File: src/rtl/cpu_ctrl_sequencer.sv
// FETCH/DECODE/EXECUTE/WRITEBACK control sequencer for the ALU: 4 cycles per ALU op, 2 per branch/NOP, plus fetch wait.
// Fetch stalls on i_instr_valid (optional timeout -> fault/HALT); CPU_CTRL_SINGLE_STEP_EN adds an IDLE gate before each fetch.
module cpu_ctrl_sequencer #(
    parameter int                PC_W          = 8,
    parameter logic [PC_W-1:0]   RESET_PC      = '0,
    parameter int unsigned       FETCH_TIMEOUT = 0
) (
    input  logic             i_clk,
    input  logic             i_rst,
    output logic             o_fetch_req,
    output logic [PC_W-1:0]  o_pc,
    input  logic             i_instr_valid,
`ifdef CPU_CTRL_SINGLE_STEP_EN
    input  logic             i_step_en,
    input  logic             i_step,
`endif
    input  logic [15:0]      i_instr,
    input  logic             i_zr,
    input  logic             i_ng,
    input  logic             i_pa,
    input  logic             i_co,
    input  logic             i_of,
    output logic [3:0]       o_alu_op,
    output logic             o_alu_sel,
    output logic             o_flag_sel,
    output logic             o_cin,
    output logic [1:0]       o_rf_raddr_a,
    output logic [1:0]       o_rf_raddr_b,
    output logic             o_imm_sel,
    output logic [7:0]       o_imm,
    output logic             o_rf_we,
    output logic [1:0]       o_rf_waddr,
    output logic             o_halted,
    output logic             o_fault
);

    typedef enum logic [2:0] {
        S_FETCH     = 3'd0,
        S_DECODE    = 3'd1,
        S_EXECUTE   = 3'd2,
        S_WRITEBACK = 3'd3,
        S_HALT      = 3'd4,
        S_IDLE      = 3'd5
    } state_t;

    localparam logic [1:0] CLS_RR  = 2'b00;
    localparam logic [1:0] CLS_RI  = 2'b01;
    localparam logic [1:0] CLS_BR  = 2'b10;

    state_t            state;
    state_t            state_nxt;
    state_t            ret_state;
    logic [PC_W-1:0]   pc;
    logic [15:0]       ir;
    logic              cin_q;
    logic              fault;
    logic [31:0]       to_cnt;
    logic              to_expire;
    logic              br_taken;
    logic [1:0]        cls;

    assign cls       = ir[15:14];
    assign to_expire = (FETCH_TIMEOUT != 0) && (to_cnt == FETCH_TIMEOUT - 1);

    always_comb begin
        case (ir[13:11])
            3'd0:    br_taken = 1'b1;
            3'd1:    br_taken = i_zr;
            3'd2:    br_taken = !i_zr;
            3'd3:    br_taken = i_co;
            3'd4:    br_taken = !i_co;
            3'd5:    br_taken = i_ng;
            3'd6:    br_taken = i_of;
            default: br_taken = i_pa;
        endcase
    end

    // Where an instruction goes once it retires: straight to FETCH unless stepping is gated.
`ifdef CPU_CTRL_SINGLE_STEP_EN
    assign ret_state = i_step_en ? S_IDLE : S_FETCH;
`else
    assign ret_state = S_FETCH;
`endif

    always_ff @(posedge i_clk) begin
        if (i_rst) begin
            state <= S_FETCH;
        end else begin
            state <= state_nxt;
        end
    end

    always_comb begin
        state_nxt = state;
        case (state)
            S_FETCH: begin
                if (i_instr_valid) begin
                    state_nxt = S_DECODE;
                end else if (to_expire) begin
                    state_nxt = S_HALT;
                end
            end
            S_DECODE: begin
                case (cls)
                    CLS_RR, CLS_RI: state_nxt = S_EXECUTE;
                    CLS_BR:         state_nxt = ret_state;
                    default:        state_nxt = ir[13] ? S_HALT : ret_state;
                endcase
            end
            S_EXECUTE:   state_nxt = S_WRITEBACK;
            S_WRITEBACK: state_nxt = ret_state;
            S_HALT:      state_nxt = S_HALT;
`ifdef CPU_CTRL_SINGLE_STEP_EN
            S_IDLE: begin
                if (!i_step_en || i_step) begin
                    state_nxt = S_FETCH;
                end
            end
`endif
            default:     state_nxt = S_FETCH;
        endcase
    end

    always_ff @(posedge i_clk) begin
        if (i_rst) begin
            pc     <= RESET_PC;
            ir     <= '0;
            cin_q  <= 1'b0;
            fault  <= 1'b0;
            to_cnt <= '0;
        end else begin
            case (state)
                S_FETCH: begin
                    if (i_instr_valid) begin
                        ir     <= i_instr;
                        pc     <= pc + PC_W'(1);
                        to_cnt <= '0;
                    end else if (to_expire) begin
                        fault  <= 1'b1;
                        to_cnt <= '0;
                    end else begin
                        to_cnt <= to_cnt + 32'd1;
                    end
                end
                S_DECODE: begin
                    cin_q <= i_co;
                    if (cls == CLS_BR && br_taken) begin
                        pc <= PC_W'(ir[7:0]);
                    end
                end
                default: to_cnt <= '0;
            endcase
        end
    end

    assign o_pc    = pc;
    assign o_fault = fault;

    // Strobes are masked by i_rst so an aborted instruction never pulses into the ALU or reg file.
    always_comb begin
        o_fetch_req  = 1'b0;
        o_halted     = 1'b0;
        o_alu_op     = 4'd0;
        o_alu_sel    = 1'b0;
        o_flag_sel   = 1'b0;
        o_cin        = 1'b0;
        o_rf_raddr_a = 2'd0;
        o_rf_raddr_b = 2'd0;
        o_imm_sel    = 1'b0;
        o_imm        = 8'd0;
        o_rf_we      = 1'b0;
        o_rf_waddr   = 2'd0;
        case (state)
            S_FETCH: o_fetch_req = 1'b1;
            S_HALT:  o_halted    = 1'b1;
            S_DECODE, S_EXECUTE, S_WRITEBACK: begin
                o_rf_raddr_a = ir[9:8];
                o_rf_raddr_b = ir[7:6];
                o_imm        = ir[7:0];
                o_imm_sel    = (cls == CLS_RI);
                if (state == S_EXECUTE) begin
                    o_alu_sel  = !i_rst;
                    o_alu_op   = ir[13:10];
                    o_cin      = cin_q;
                    o_flag_sel = !i_rst && ((cls == CLS_RI) || ir[0]);
                end
                if (state == S_WRITEBACK) begin
                    o_rf_we    = !i_rst;
                    o_rf_waddr = ir[9:8];
                end
            end
            default: ;
        endcase
    end

endmodule

File: config.mk
export PLATFORM = sky130hd
export DESIGN_NAME = cpu_ctrl_sequencer
export DESIGN_NICKNAME = d
export VERILOG_FILES = /design/src/rtl/cpu_ctrl_sequencer.sv
export SDC_FILE = /design/constraint.sdc
export NUM_CORES = 1
export LEC_CHECK = 0
export BUFFER_PORTS_ARGS = -buffer_cell sky130_fd_sc_hd__buf_2
export CORE_MARGIN = 4
export CORE_UTILIZATION = 49
export CTS_CLUSTER_DIAMETER = 30
export CTS_CLUSTER_SIZE = 28
export DETAILED_ROUTE_END_ITERATION = 10
export GPL_ROUTABILITY_DRIVEN = 0
export PLACE_DENSITY = 0.91
export SKIP_LAST_GASP = 1
export SLEW_MARGIN = 5
export SYNTH_ARGS = -nofsm -noshare
export SYNTH_HDL_FRONTEND = slang
export SYNTH_SLANG_ARGS = --single-unit
File: constraint.sdc
create_clock -name i_clk -period 2 [get_ports i_clk]
set_clock_uncertainty 0.2 [all_clocks]
set_input_delay 0.4 -clock i_clk [delete_from_list [all_inputs] [get_ports i_clk]]
set_output_delay 0.4 -clock i_clk [all_outputs]
set_load 0.05 [all_outputs]
==> impl_results.md <==
- Outcome: complete, but fails checks
- Failing checks: setup timing
- H-tree lvl count: 1
- Core Area: 3050 um^2
- Crit path buf inv count: 2
- Final Hold Viols: 0
- Drt via density: 6.04
- Pwr/cell area: 645 nW/um^2
- Starting DRT DRC Count: 187
- Rows: 20
- Detailed Route WL: between 5 and 6 mm
- Critical path type: reg -> out
- Dpl cells: slightly above 300
- Yosys reg bits: 28
- Filler cell count: 240
- Ratio of cells with drive above 1 in the final layout: 37.7%
- CP Data Required Time: roughly 1.4 ns
- Pwr Total: around 1.4 mW
- Hold_ws: 0.0684 ns
- Met2 Wirelength: 2.57 mm
- RSZ-0062 raised after global routing: true
- Fin. max-slew vios: 0
- First drt pass iteration count: 6
- CP max stage delay: 0.43 ns
- Metal-1 WL: 2.05 mm
- Largest net degree at the start of global routing: 29
- Most frequent cells in the layout: 42 x nand2_1, 33 x buf_2, 24 x dfxtp_1
- Area added between synthesis and finish: 39.7%
- Data arrival, critical path: ~1.4 ns
- DRC: 0
- # setup viols final: 4
- Period utilization: 101%
- Chip Width: roughly 65 um
- Tmin final: between 2 and 2.5 ns
- First-pass GRT wire length: 7.35 mm
- Chip Height: around 65 um
- Pre-CTS WS: just under 0.09 ns
- HPWL Detailed: 3.18 mm
- Final instance area: 2190 um^2
- Max Used Layer: met4
- EDFF count, synth: 0
- P_leak: roughly 0.95 nW
- Syn Nets: 236
- Yosys warnings: 0
- PnR worst setup slack: -0.0248 ns
- Max VDD drop: 0.357 mV
- Die ar.: 4170 um^2
- Synth Instances: 211
- Nets: about 290
- Fmax: 0.494 GHz
- Metal3 WL: between 400 and 500 um
- PortBufs: between 50 and 60
- CP Capture Type: output pin
- Setup TNS: -0.0614 ns
- CP cell instances: inv_1 -> nor2_4 -> and3_1 -> buf_6
- Sequential fraction of the synthesis area: 35.7%
- Placed inst area: 1880 um^2
- Vias in the first global route: 1623
- CTS Buf Count: 3
- Worst setup SP type: flop
- Antenna violations before repair: 0
- Skew-Pair Late Insertion Delay: roughly 0.34 ns
- Clock tree buffer depth: 2
- CTS root buffer: clkbuf_4
- TritonCTS clock tree: yes
- Avg Inst Size Synth: between 7 and 8 um^2
- CP max FO: 6
- WL/cell: 17.0 um
- CP delay by family, top: flip-flops
- Max Cap Viol: 0
- Post-synth ARST share: 0%
- Ys flop type: dfxtp_1
- DRT antenna net count: 0
- Worst hold path class: in -> reg
- Most common library cell in the layout ignoring fill and taps: nand2_1
- Netlist cell types: 35
- CTS sink cnt: 28
- GRT Total Usage: 22.0%
- Core Util, Final: 71.8%
- Mapped cell area: ~1600 um^2
- Reg2Reg Setup Slack: -0.01 ns
- IO Pins: slightly below 60
- Reg clk slew, reported paths: roughly 0.17 ns
- Vias: ~1900
- Grt ovf: 0
- Layout Cells excl Fill: 310
- Initial Utilization: 51.4%
- Worst path slowest cell: dfxtp_4
routing by layer:
metal / vias to the layer above / GRT usage (%)
li1: 833 / -
met1: 885 / 28.4
met2: 128 / 38.0
met3: 26 / 4.51
met4: 0 / 4.22
met5: - / 0
sequential cells by signal, summed over array words and instances, names as in the netlist:
name	flops
ir	16
o_pc	8
state	3
cin_q	1
power by group:
| group | switching [mW] | internal, mW | total (mW) |
|---|---|---|---|
| clock network | 0.182 | 0.203 | 0.384 |
| logic | 0.253 | 0.145 | 0.398 |
| registers | 0.0413 | 0.591 | 0.632 |
cell families (layout without fill, tap and decap cells):
| kind of cell | count (synthesis) | count (layout) | synth area share (%) |
|---|---|---|---|
| adder cells (fa/ha/maj) | 1 | 1 | 0.797 |
| AND/OR/NAND/NOR | 106 | 106 | 33.4 |
| other | 1 | 2 | 0.239 |
| buffers and inverters | 21 | 75 | 7.50 |
| AO/OA/AOI/OAI | 50 | 50 | 19.7 |
| multiplexers | 4 | 4 | 2.63 |
| flip-flops | 28 | 28 | 35.7 |
worst register-to-register path, stage by stage (launching register included):
cell      delay (ns)
dfxtp_4         0.39
buf_4           0.15
nor3b_2         0.22
nand3b_1        0.18
o31a_1          0.42
o21ai_0         0.25
o31ai_1         0.11
Yosys cell counts, types with 4 or more instances:
master	number	share of area, %
a21oi_1	22	7.0
a31oi_1	7	2.8
o21ai_0	7	2.2
nor2_1	15	3.6
clkbuf_1	7	1.7
dfxtp_1	28	36
o31ai_1	4	1.9
and2_1	14	5.6
nor3_1	8	2.6
buf_2	4	1.3
nand2_1	43	10
and3_1	11	4.4
buf_4	5	2.4
nor2b_1	4	1.6
what timing repair did:
item | CTS | global route
setup buffers | 0 | 2
gates resized for setup | 35 | 43
hold buffers | 0 | 0
pin swaps | 0 | 2
gates cloned | 0 | 1
setup endpoints to repair | 23 | 25
final timing paths:
kind,startpoint,to,depth (start not counted)
max,state[0],o_rf_waddr[0],4
min,i_instr[7],ir[7],3
max reg2reg,state[1],o_pc[5],6
min reg2reg,ir[7],ir[7],2
final cells by class:
class,count,area (um^2),area share [%]
timing repair buffer,68,531,24.2
antenna,1,2.50,0.114
inverter,3,11.3,0.514
sequential,28,573,26.1
clock inverter,1,30.0,1.37
clock buffer,3,22.5,1.03
tap,44,55.1,2.51
multi-input combinational,162,967,44.1
No activity file was read; power rests on OpenSTA's default activity.
